$ cat config.mk
export PLATFORM = sky130hd
export DESIGN_NAME = sp_ram_loader
export DESIGN_NICKNAME = d
export VERILOG_FILES = /design/src/rtl/sp_ram_loader.sv
export SDC_FILE = /design/constraint.sdc
export NUM_CORES = 1
export LEC_CHECK = 0
export ABC_AREA = 1
export CAP_MARGIN = 10
export CORE_MARGIN = 5
export CORE_UTILIZATION = 61
export DETAILED_ROUTE_END_ITERATION = 8
export HOLD_SLACK_MARGIN = 0.03
export PLACE_DENSITY_LB_ADDON = 0.25
export SETUP_SLACK_MARGIN = 0.1
export SLEW_MARGIN = 30
export SYNTH_ARGS = -nofsm -noshare
export SYNTH_HDL_FRONTEND = slang
export SYNTH_SLANG_ARGS = --single-unit
$ cat constraint.sdc
create_clock -name clk -period 4.1 [get_ports clk]
set_input_delay 0.615 -clock clk [delete_from_list [all_inputs] [get_ports clk]]
set_output_delay 0.615 -clock clk [all_outputs]
set_load 0.05 [all_outputs]
$ cat src/rtl/sp_ram_loader.sv
// Streams words into a single-port RAM from address 0 upward, then reads the range back
// and flags a mismatch between the write and read checksums.
module sp_ram_loader #(
    parameter int unsigned DATA_W = 8,
    parameter int unsigned ADDR_W = 4
) (
    input  logic              clk,
    input  logic              rst_n,
    input  logic              start,
    input  logic [ADDR_W:0]   len,
    input  logic [DATA_W-1:0] in_data,
    input  logic              in_valid,
    output logic              in_ready,
    output logic              mem_en,
    output logic              mem_we,
    output logic [ADDR_W-1:0] mem_addr,
    output logic [DATA_W-1:0] mem_wdata,
    input  logic [DATA_W-1:0] mem_rdata,
    output logic              busy,
    output logic              done,
    output logic              err
);

    localparam int unsigned   SUM_W  = DATA_W + ADDR_W;
    localparam logic [ADDR_W:0] Depth  = {1'b1, {ADDR_W{1'b0}}};
    localparam logic [ADDR_W:0] CntOne = {{ADDR_W{1'b0}}, 1'b1};

    typedef enum logic [2:0] {
        StIdle,
        StWrite,
        StFlush,
        StVerify,
        StDrain,
        StDone
    } state_e;

    state_e            state_q, state_d;
    logic [ADDR_W:0]   n_q, n_d;
    logic [ADDR_W:0]   wcnt_q, wcnt_d;
    logic [ADDR_W:0]   rcnt_q, rcnt_d;
    logic [SUM_W-1:0]  wsum_q, wsum_d;
    logic [SUM_W-1:0]  rsum_q, rsum_d;
    logic              rd_pend_q, rd_pend_d;
    logic              mem_en_q, mem_en_d;
    logic              mem_we_q, mem_we_d;
    logic [ADDR_W-1:0] mem_addr_q, mem_addr_d;
    logic [DATA_W-1:0] mem_wdata_q, mem_wdata_d;
    logic              done_q, done_d;
    logic              err_q, err_d;
    logic [ADDR_W:0]   len_clamped;

    assign len_clamped = (len > Depth) ? Depth : len;

    always_comb begin
        state_d     = state_q;
        n_d         = n_q;
        wcnt_d      = wcnt_q;
        rcnt_d      = rcnt_q;
        wsum_d      = wsum_q;
        mem_en_d    = 1'b0;
        mem_we_d    = 1'b0;
        mem_addr_d  = mem_addr_q;
        mem_wdata_d = mem_wdata_q;
        done_d      = 1'b0;
        err_d       = err_q;
        // Read data arrives one cycle after a read enable is on the bus.
        rd_pend_d   = mem_en_q && !mem_we_q;
        rsum_d      = rsum_q + (rd_pend_q ? {{ADDR_W{1'b0}}, mem_rdata} : '0);

        unique case (state_q)
            StIdle: begin
                if (start) begin
                    n_d     = len_clamped;
                    wcnt_d  = '0;
                    rcnt_d  = '0;
                    wsum_d  = '0;
                    rsum_d  = '0;
                    err_d   = 1'b0;
                    state_d = (len_clamped == '0) ? StDone : StWrite;
                end
            end
            StWrite: begin
                if (in_valid) begin
                    mem_en_d    = 1'b1;
                    mem_we_d    = 1'b1;
                    mem_addr_d  = wcnt_q[ADDR_W-1:0];
                    mem_wdata_d = in_data;
                    wcnt_d      = wcnt_q + CntOne;
                    wsum_d      = wsum_q + {{ADDR_W{1'b0}}, in_data};
                    if (wcnt_q == n_q - CntOne) begin
                        state_d = StFlush;
                    end
                end
            end
            StFlush: begin
                rcnt_d  = '0;
                state_d = StVerify;
            end
            StVerify: begin
                mem_en_d   = 1'b1;
                mem_addr_d = rcnt_q[ADDR_W-1:0];
                rcnt_d     = rcnt_q + CntOne;
                if (rcnt_q == n_q - CntOne) begin
                    state_d = StDrain;
                end
            end
            StDrain: begin
                state_d = StDone;
            end
            StDone: begin
                // rsum_d already includes the final read word.
                done_d  = 1'b1;
                err_d   = (rsum_d != wsum_q);
                state_d = StIdle;
            end
            default: begin
                state_d = StIdle;
            end
        endcase
    end

    always_ff @(posedge clk or negedge rst_n) begin
        if (!rst_n) begin
            state_q     <= StIdle;
            n_q         <= '0;
            wcnt_q      <= '0;
            rcnt_q      <= '0;
            wsum_q      <= '0;
            rsum_q      <= '0;
            rd_pend_q   <= 1'b0;
            mem_en_q    <= 1'b0;
            mem_we_q    <= 1'b0;
            mem_addr_q  <= '0;
            mem_wdata_q <= '0;
            done_q      <= 1'b0;
            err_q       <= 1'b0;
        end else begin
            state_q     <= state_d;
            n_q         <= n_d;
            wcnt_q      <= wcnt_d;
            rcnt_q      <= rcnt_d;
            wsum_q      <= wsum_d;
            rsum_q      <= rsum_d;
            rd_pend_q   <= rd_pend_d;
            mem_en_q    <= mem_en_d;
            mem_we_q    <= mem_we_d;
            mem_addr_q  <= mem_addr_d;
            mem_wdata_q <= mem_wdata_d;
            done_q      <= done_d;
            err_q       <= err_d;
        end
    end

    assign in_ready  = (state_q == StWrite);
    assign busy      = (state_q != StIdle);
    assign mem_en    = mem_en_q;
    assign mem_we    = mem_we_q;
    assign mem_addr  = mem_addr_q;
    assign mem_wdata = mem_wdata_q;
    assign done      = done_q;
    assign err       = err_q;

endmodule

==> impl_results.md, run 1 <==
* Max Slew Vio Count at 0
* Synth warn at 0
* Sequential Power Share at 28.8%
* ANT cells at 0
* CTS resizes at 0
* Most frequent cells in the layout: 139 x nand2_1, 78 x inv_1, 59 x dfrtp_1
* WHS at 244.7 ps
* Kind of start point of the critical path: flip-flop
* Initial antenna violation count at 0
* Final min period at approximately 2600 ps
* DR iter-0 viols at around 200
* DR vias/cell at 5.388
* Setup Slack @ Placement at roughly 1200 ps
* Clock input transition at the sequential cells of the worst setup and hold paths at approximately 70 ps
* Worst Hold Class: input port to asynchronous set/reset pin
* Post-detailed-routing wire length at a little under 9000 µm
* Fmax at 0.3865 GHz
* Vias in the first global route at 3333
* Fin. Hold Viols at 0
* Final period util at 63.11%
* Post-DP HPWL at between 6000 and 7000 µm
* Setup violations, final at 0
* Sw Ratio at 47.15%
* Power, Total at ~3.3 mW
* VDD IR-drop max at between 0.5 and 0.6 mV
* Seq/Total Area, Yosys at roughly 39%
* Area leader, netlist: dfrtp_1
* Switch Pwr at about 1.6 mW
* Worst Path Buf+Inv at 2
* Cell Rows at 28
* Skew-Pair Late Insertion Delay at 330 ps
* Drt wl/cell at 13.96 µm
* Largest net degree at the start of global routing at 39
* Synth top area cells: dfrtp_1 39%, nand2_1 14%, inv_1 7.8%, nand3_1 6.5%, ha_1 6.3%
* Clock group share of total power at between 10% and 20%
* Slew margin rel. at 61.11%
* CTS Buf Count at 9
* Element type at the critical path end: primary output
* Cell Area, Synth at between 3000 and 4000 µm²
* Die width at approximately 90 µm
* GR Util met3 at 5.214%
* Global-route wire length before repair at ~15000 µm
* Post-synth ARST share at 100.0%
* Top delay family on crit path: buffers and inverters
* Share of layout cells above drive strength 1 at around 7.1%
* Syn Nets at between 500 and 600
* Maxcap violations at 0
* Synth top area share at 39.27%
* Final Skew at about 7.6 ps
* Worst-path cell with the longest stage delay: clkdlybuf4s50_1
* CTS max path bufs at 2
* Combinational power share at between 50% and 60%
* Fin Setup TNS at 0 ps
* Synthesized flop and latch total at 59
* Root buffer cell: clkbuf_8
* Number of synthesized flops with an enable pin at 0
* Pwr Density at roughly 750 nW/µm²
* Total congestion overflow at 0
* CTS tree: built
* Die ar. at 7834 µm²
* CP Cell Sequence: nor2_2 -> nand2_2 -> inv_1 -> clkdlybuf4s50_1
* Outcome: finished, final reports clean
* Crit path kind: flip-flop to primary output
* Max incr delay on CP at 800 ps
* RSZ-0062 raised after global routing: no
* IO Count at 43
* Worst Path Max Fanout at 6
* Number of cells produced by synthesis at 509
* # port buffers at 42
* Most common cell after layout, fill and taps aside: nand2_1
* Setup Fix Bufs, Post-CTS at 0
* Residual DRC at 0
* Hold buffer count at cts at 0
* Setup WS post-layout at around 1500 ps
* M2 GR Usage at 40.65%
* Avg Cell Area, Syn at roughly 7.4 µm²
* H-tree depth at 3
* Area growth syn-to-layout at 18.64%
* Starting Density at roughly 63%
* GR Layer Usage met1 at 33.23%
* GR Util All Layers at roughly a quarter
* Most used routing layer: met2
* Core ar. at 5956 µm²
* WP data arrival at around 2000 ps
* Critical path required time at 3480 ps
* Nets@finish at around 600
* # clock sinks at between 50 and 60
* Final ANT Viol Nets at 0
* Distinct cells, synth at 39
* Vias at 3427
* Worst-Margin Slew at between 500 and 600 ps
* First-pass iteration count of the detailed router at 5
* P_int at approximately 1.8 mW
* Leak Pwr at 2.310 nW
* GPL Wtd Cong at 0.9189
* Die height at approximately 89 µm
* Top_reg_cell synth: dfrtp_1
[layer usage]
layer | share of wire (%) | wire length [µm]
met1 | 46 | 4053
met2 | 48 | 4240
met3 | 5.3 | 471
met4 | 1.3 | 111
met5 | 0 | 0
[registers in the layout, indices dropped and copies added, names as in the netlist]
signal and flops:
done 1, err 1, mem_addr 4, mem_en 1, mem_wdata 8, mem_we 1, n_q 5, rcnt_q 5
rd_pend_q 1, rsum_q 12, state_q 3, wcnt_q 5, wsum_q 12
[cell families (layout without fill, tap and decap cells)]
group / count (synthesis) / in the layout / share of synthesized area (%)
buf+inv: 93 / 145 / 9.451
simple gates: 254 / 254 / 29.92
fa+ha+maj: 21 / 21 / 7.388
compound gates: 65 / 65 / 10.02
xor+xnor: 17 / 17 / 3.960
flops: 59 / 59 / 39.27
[final timing paths]
path / startpoint / end / slack (ps) / cells past startpoint
hold reg to reg: mem_we / rd_pend_q / 420 / 1
max in group asynchronous: rst_n / state_q[2] / 2970 / 2
setup / recovery: state_q[2] / in_ready / 1510 / 4
setup reg to reg: rd_pend_q / err / 1670 / 16
hold / removal: rst_n / wsum_q[2] / 240 / 1
min in group clk: mem_we / rd_pend_q / 420 / 1
[metrics by stage]
step                cells  utilization [%]  area (µm²)
floorplan             509                -        3760
global placement      621            71.32        4248
detailed placement    621            71.32        4248
CTS                   636            74.90        4461
global route          636            74.90        4461
finish                636            74.90        4461
[synthesized netlist by cell type, drive strengths merged, types with 6 or more instances]
master,number
a21oi,27
ha,19
o22ai,8
inv,85
o21ai,18
nand3,50
nor2,38
nor3,6
nand4,11
nand2,146
xor2,13
dfrtp,59
[power groups by stage]
stage | clock network (mW) | registers [mW] | logic (mW)
final | 0.566 | 0.962 | 1.81
after global routing | 0.608 | 0.990 | 2.02
after CTS | 0.572 | 0.957 | 1.80
after detailed placement | 0 | 0.965 | 1.79
after global placement | 0 | 0.957 | 1.74
after floorplan | 0 | 1.13 | 1.16
[cell type report]
type / instances / area [µm²]
timing repair buffer: 43 / 422.9
inverter: 87 / 326.6
multi-input combinational: 357 / 1928
clock inverter: 1 / 30.03
fill: 441 / 1495
clock buffer: 14 / 182.7
sequential: 59 / 1476
tap: 75 / 93.84
Note: power is estimated with default switching activity, not from simulation.
==> inputs of run 2 (changes only) <==
CORE_UTILIZATION = 57   (was 61)
clock period = 2.4 ns   (was 4.1 ns; I/O delays follow)
==> run 2 against run 1 <==
Register-to-register slack got worse by 1500 ps. Wire length increased by 7.8%. Non-clock buffer count increased by 24. Sequential power increased by 74%. Die area increased by 6.2%. Setup slack got worse by 1300 ps. Clock-buffer cell count decreased by 2. Largest cell class unchanged.
==> impl_results.md, run 2 (synthesis results as in run 1) <==
* Outcome: finished, final reports clean
* Vias at 3661 (+6.8%)
* # clock sinks at 59 (unchanged)
* CTS tree: built
* Core ar. at 6386 µm² (+7.2%)
* Worst-Margin Slew at 548.0 ps (-31.82 ps)
* Fin Setup TNS at 0 ps (unchanged)
* Starting Density at 58.88% (-4.3 points)
* Residual DRC at 0 (unchanged)
* Skew-Pair Late Insertion Delay at 340 ps (about the same)
* Most common cell after layout, fill and taps aside: nand2_1
* # port buffers at 42 (unchanged)
* WP data arrival at 2470 ps (+500 ps)
* Die ar. at 8320 µm² (+6.2%)
* Area growth syn-to-layout at 27.62%
* Post-detailed-routing wire length at 9565 µm (+7.8%)
* Final ANT Viol Nets at 0 (unchanged)
* Sequential Power Share at 26.9% (-1.9 points)
* Worst Path Max Fanout at 5 (-1)
* GPL Wtd Cong at 0.9339 (+1.6%)
* Clock group share of total power at 16.9% (about the same)
* Final period util at 92.80%
* Worst Hold Class: flip-flop to flip-flop
* Die height at 91.22 µm (+3.1%)
* Switch Pwr at 2.880 mW (+83%)
* P_int at 3.322 mW (+88%)
* Power, Total at 6.201 mW (+86%)
* Element type at the critical path end: flip-flop
* Slew margin rel. at 63.01% (+1.9 points)
* CP Cell Sequence: nand2_2 -> inv_2 -> ha_4 -> fa_2 -> inv_2 -> nand2_1 -> nand4_1 -> nor2_1 -> nand3_1 -> nor2_1 -> nand3_1 -> nor2_1 -> nand3_1 -> nand2_1 -> inv_1
* ANT cells at 0 (unchanged)
* GR Util All Layers at 23.64% (-1.2 points)
* Nets@finish at 627 (+4.0%)
* R2R depth at 15 (-1)
* Vias in the first global route at 3543 (+6.3%)
* Final Skew at 5.540 ps (-2.083 ps)
* Setup violations, final at 0 (unchanged)
* Max Slew Vio Count at 0 (unchanged)
* Share of layout cells above drive strength 1 at 14.85% (+7.7 points)
* H-tree depth at 3 (unchanged)
* Most frequent cells in the layout: 135 x nand2_1, 75 x inv_1, 58 x dfrtp_1
* Leak Pwr at 2.429 nW (+5.2%)
* CTS max path bufs at 2 (unchanged)
* IO Count at 43 (unchanged)
* Initial antenna violation count at 0 (unchanged)
* Maxcap violations at 0 (unchanged)
* Crit path kind: flip-flop to flip-flop
* Cell Rows at 29 (+3.6%)
* VDD IR-drop max at 0.7967 mV (+36%)
* Fin. Hold Viols at 0 (unchanged)
* Sw Ratio at 46.43% (-0.72 points)
* Drt wl/cell at 14.43 µm (+3.4%)
* DR vias/cell at 5.522 (+2.5%)
* RSZ-0062 raised after global routing: yes
* CTS Buf Count at 9 (unchanged)
* Fmax at approximately 0.45 GHz
* Finished Cell Area at 4798 µm² (+7.6%)
* Fillers at 503 (+14%)
* Worst-path cell with the longest stage delay: fa_2
* Dpl cells at 645 (+3.9%)
* Clock input transition at the sequential cells of the worst setup and hold paths at 70 ps (about the same)
* Total congestion overflow at 0 (unchanged)
* Pwr Density at 1292 nW/µm² (+73%)
* Critical path required time at 2640 ps (-840 ps)
* Final min period at ~2200 ps
* Post-Layout Cell Count at 663 (+4.2%)
* Post-DP HPWL at 7043 µm (+3.5%)
* Setup WS post-layout at 172.9 ps (-1339 ps)
* Combinational power share at 56.2% (+1.9 points)
* Kind of start point of the critical path: flip-flop
* Largest net degree at the start of global routing at 23 (-41%)
* Hold path depth at 1
* DR iter-0 viols at 247 (+21%)
* Root buffer cell: clkbuf_8
* Global-route wire length before repair at 15960 µm (+6.8%)
* Die width at 91.22 µm (+3.1%)
* Max incr delay on CP at 550 ps (-250 ps)
* Placed cell areas at 4415 µm² (+3.9%)
* Setup Slack @ Placement at -201.0 ps (-1399 ps)
* First-pass iteration count of the detailed router at 5 (unchanged)
-- run 2: area by class of cell --
| class | count | area [µm²] | share of cell area, % |
|---|---|---|---|
| Timing Repair Buffer | 67 | 606.8 | 12.65 |
| Clock buffer | 12 | 155.1 | 3.233 |
| Multi-Input combinational cell | 357 | 2063 | 43.00 |
| Inverter | 87 | 326.6 | 6.806 |
| Clock inverter | 4 | 72.57 | 1.512 |
| Tap cell | 77 | 96.34 | 2.008 |
| Sequential cell | 59 | 1478 | 30.80 |
-- run 2: worst paths after layout --
| check | endpoint | slack, ps | from |
|---|---|---|---|
| worst max-delay path | err | 170 | rd_pend_q |
| worst min-delay path | rd_pend_q | 430 | mem_we |
| worst max register to register | err | 170 | rd_pend_q |
| worst min register to register | rd_pend_q | 430 | mem_we |
| max in group asynchronous | rd_pend_q | 1230 | rst_n |
| min in group asynchronous | mem_wdata[2] | 490 | rst_n |
-- run 2: worst max-delay path, delay by kind of cell (launching register included) --
kind | cells | cell delay (ps)
flip-flops | 1 | 460
buffers and inverters | 3 | 110
adder cells (fa/ha/maj) | 2 | 700
AND/OR/NAND/NOR | 10 | 840
-- run 2: repair_timing --
item | CTS | global route
pin swaps | 0 | 10
setup endpoints to repair | 2 | 3
hold buffers | 1 | 0
resized for setup | 2 | 28
hold endpoints to repair | 19 | 0
setup buffers | 1 | 0
-- run 2: power by group through the flow --
stage          registers [mW]  logic (mW)  clock network, mW
4_1_cts                  1.63        3.30               1.05
5_1_grt                  1.72        3.86               1.11
2_1_floorplan            1.93        1.98                  0
3_3_place_gp             1.64        3.16                  0
3_5_place_dp             1.65        3.24                  0
6_report                 1.67        3.48               1.05
-- run 2: per-stage QoR --
step / util [%] / hold slack [ps]
2_1_floorplan: - / 64.41
3_3_place_gp: 69.14 / 331.6
3_5_place_dp: 69.14 / 337.5
4_1_cts: 72.98 / 432.0
5_1_grt: 75.14 / 479.0
6_report: 75.14 / 430.6
-- run 2: routing by layer --
layer	global-route usage, %	part of all wire [%]
met2	36.72	47
met1	31.63	45
met4	10.64	2.8
met5	0	0
met3	5.289	5.5
==> inputs of run 3 (changes only) <==
TNS_END_PERCENT = 20   (was not set)
==> run 3 against run 2 <==
Sequential power hardly changed. Setup slack worse by 15 ps. Sequential cell count is the same. Utilization unchanged. Maximum frequency decreased by 0.67%. Critical path type unchanged. Largest power group unchanged. Highest routed layer unchanged.
==> impl_results.md, run 3 (synthesis results as in run 1) <==
* Die width at 91.22 µm (unchanged)
* Storage cell area at 1478 µm² (unchanged)
* Root buffer cell: clkbuf_8
* Worst r2r src: rd_pend_q
* Clock input transition at the sequential cells of the worst setup and hold paths at 70 ps (about the same)
* Residual DRC at 0 (unchanged)
* DR vias/cell at 5.537 (+0.27%)
* VDD IR-drop max at 0.7966 mV (about the same)
* CTS max path bufs at 2 (unchanged)
* Crit path to: err
* ANT cells at 0 (unchanged)
* Clock group share of total power at 16.9% (about the same)
* Element type at the critical path end: flip-flop
* Worst-Margin Slew at 546.9 ps (-1.038 ps)
* DR iter-0 viols at 215 (-13%)
* Fmax at 0.4460 GHz (-0.67%)
* Global-route wire length before repair at 15950 µm (about the same)
* Final ANT Viol Nets at 0 (unchanged)
* CP startpoint: rd_pend_q
* Setup WS post-layout at 157.9 ps (-15.05 ps)
* First-pass iteration count of the detailed router at 6 (+1)
* GR Util All Layers at 23.62% (about the same)
* Worst R2R End: err
* Outcome: finished, final reports clean
* Vias in the first global route at 3530 (-0.37%)
* Initial antenna violation count at 0 (unchanged)
* R2R depth at 15 (unchanged)
* Skew-Pair Late Insertion Delay at 340 ps (about the same)
* Leak Pwr at 2.429 nW (unchanged)
* Crit path kind: flip-flop to flip-flop
* Area growth syn-to-layout at 27.62% (unchanged)
* Final min period at 2242 ps (+15.05 ps)
* Final Core Density at 75.14% (unchanged)
* CTS Buf Count at 9 (unchanged)
* Worst Hold Class: flip-flop to flip-flop
* Max incr delay on CP at 550 ps (about the same)
* # port buffers at 42 (unchanged)
* Sw Ratio at 46.47% (about the same)
* # clock sinks at 59 (unchanged)
* P_int at 3.322 mW (about the same)
* Nets@finish at 627 (unchanged)
* Combinational power share at 56.2% (about the same)
* Sequential Power Share at 26.9% (about the same)
* Core ar. at 6386 µm² (unchanged)
* RSZ-0062 raised after global routing: yes
* Share of layout cells above drive strength 1 at 14.85% (unchanged)
* Slew margin rel. at 63.08% (+0.070 points)
* Multi-input logic area at 2063 µm² (unchanged)
* Pwr Density at 1293 nW/µm² (about the same)
* WP data arrival at 2480 ps (about the same)
* GPL Wtd Cong at 0.9339 (unchanged)
* Post-detailed-routing wire length at 9597 µm (+0.33%)
* H-tree depth at 3 (unchanged)
* Final Skew at 5.892 ps (+0.3524 ps)
* Largest net degree at the start of global routing at 23 (unchanged)
* Total congestion overflow at 0 (unchanged)
* CP Cell Sequence: nand2_2 -> inv_2 -> ha_4 -> fa_2 -> inv_2 -> nand2_1 -> nand4_1 -> nor2_1 -> nand3_1 -> nor2_1 -> nand3_1 -> nor2_1 -> nand3_1 -> nand2_1 -> inv_1
* Worst-path cell with the longest stage delay: fa_2
* Most frequent cells in the layout: 135 x nand2_1, 75 x inv_1, 58 x dfrtp_1
* Starting Density at 58.88% (unchanged)
* Fillers at 500 (-0.60%)
* Most common cell after layout, fill and taps aside: nand2_1
* Switch Pwr at 2.883 mW (+0.14%)
* Drt wl/cell at 14.48 µm (+0.33%)
* Worst Path Max Fanout at 5 (unchanged)
* Max Slew Vio Count at 0 (unchanged)
* Setup Slack @ Placement at -201.0 ps (unchanged)
* Final period util at 93.42% (+0.63 points)
* Cell Rows at 29 (unchanged)
* Post-DP HPWL at 7043 µm (unchanged)
* Die height at 91.22 µm (unchanged)
* R2r setup slk at 160 ps (-20 ps)
* IO Count at 43 (unchanged)
* Maxcap violations at 0 (unchanged)
* Vias at 3671 (+0.27%)
* Fin. Hold Viols at 0 (unchanged)
* Kind of start point of the critical path: flip-flop
* Setup violations, final at 0 (unchanged)
* Die ar. at 8320 µm² (unchanged)
* Critical path required time at 2640 ps (about the same)
* CTS tree: built
==> run 3: worst min path at each step <==
stage / from / endpoint / slack, ps / cells after the start
after floorplan: rst_n / done / 60 / 0
after global placement: rst_n / mem_wdata[2] / 330 / 1
after detailed placement: rst_n / mem_wdata[2] / 340 / 1
after CTS: mem_we / rd_pend_q / 440 / 1
after global routing: mem_we / rd_pend_q / 480 / 1
final: mem_we / rd_pend_q / 430 / 1
==> run 3: timing repair <==
| action | 4_1_cts | 5_1_grt |
|---|---|---|
| pin swaps | 0 | 10 |
| endpoints found under the setup margin | 2 | 3 |
| resized for setup | 1 | 29 |
| hold buffers | 1 | 0 |
| endpoints found under the hold margin | 19 | 0 |
| buffers inserted | 0 | 1 |
==> run 3: cell type report <==
type	count	area share, %
clock buffer	12	3.233
inverter	87	6.806
multi-input combinational	357	43.00
sequential	59	30.80
clock inverter	4	1.512
tap	77	2.008
timing repair buffer	67	12.65
==> run 3: layer usage <==
metal,share of wire (%),wire length [µm],global-route usage [%]
met5,0,0,0
met4,2.5,238,10.64
met1,45,4278,31.69
met2,47,4514,36.60
met3,5.9,565,5.289
==> run 3: power by group through the flow <==
stage | logic [mW] | clock network (mW) | registers, mW
6_report | 3.48 | 1.05 | 1.67
5_1_grt | 3.86 | 1.11 | 1.72
4_1_cts | 3.28 | 1.05 | 1.64
3_5_place_dp | 3.24 | 0 | 1.65
3_3_place_gp | 3.16 | 0 | 1.64
2_1_floorplan | 1.98 | 0 | 1.93
==> run 3: worst max-delay path: cells and delay by family, from the launching register on <==
kind	cells	cell delay, ps
DFF	1	460
and+or+nand+nor	10	840
adders and majority gates	2	700
buffers and inverters	3	110
==> run 3: per-stage QoR <==
step                      setup TNS (ps)  cells  hold WS, ps  power (mW)  instance area (µm²)
after detailed placement          -266.3    645        337.5       4.893                 4415
after global routing              -8.060    663        479.0       6.685                 4798
after CTS                              0    662        435.7       5.975                 4652
final                                  0    663        432.0       6.205                 4798
after global placement            -101.8    645        331.6       4.801                 4415
after floorplan                        0    509        64.41       3.906                 3760
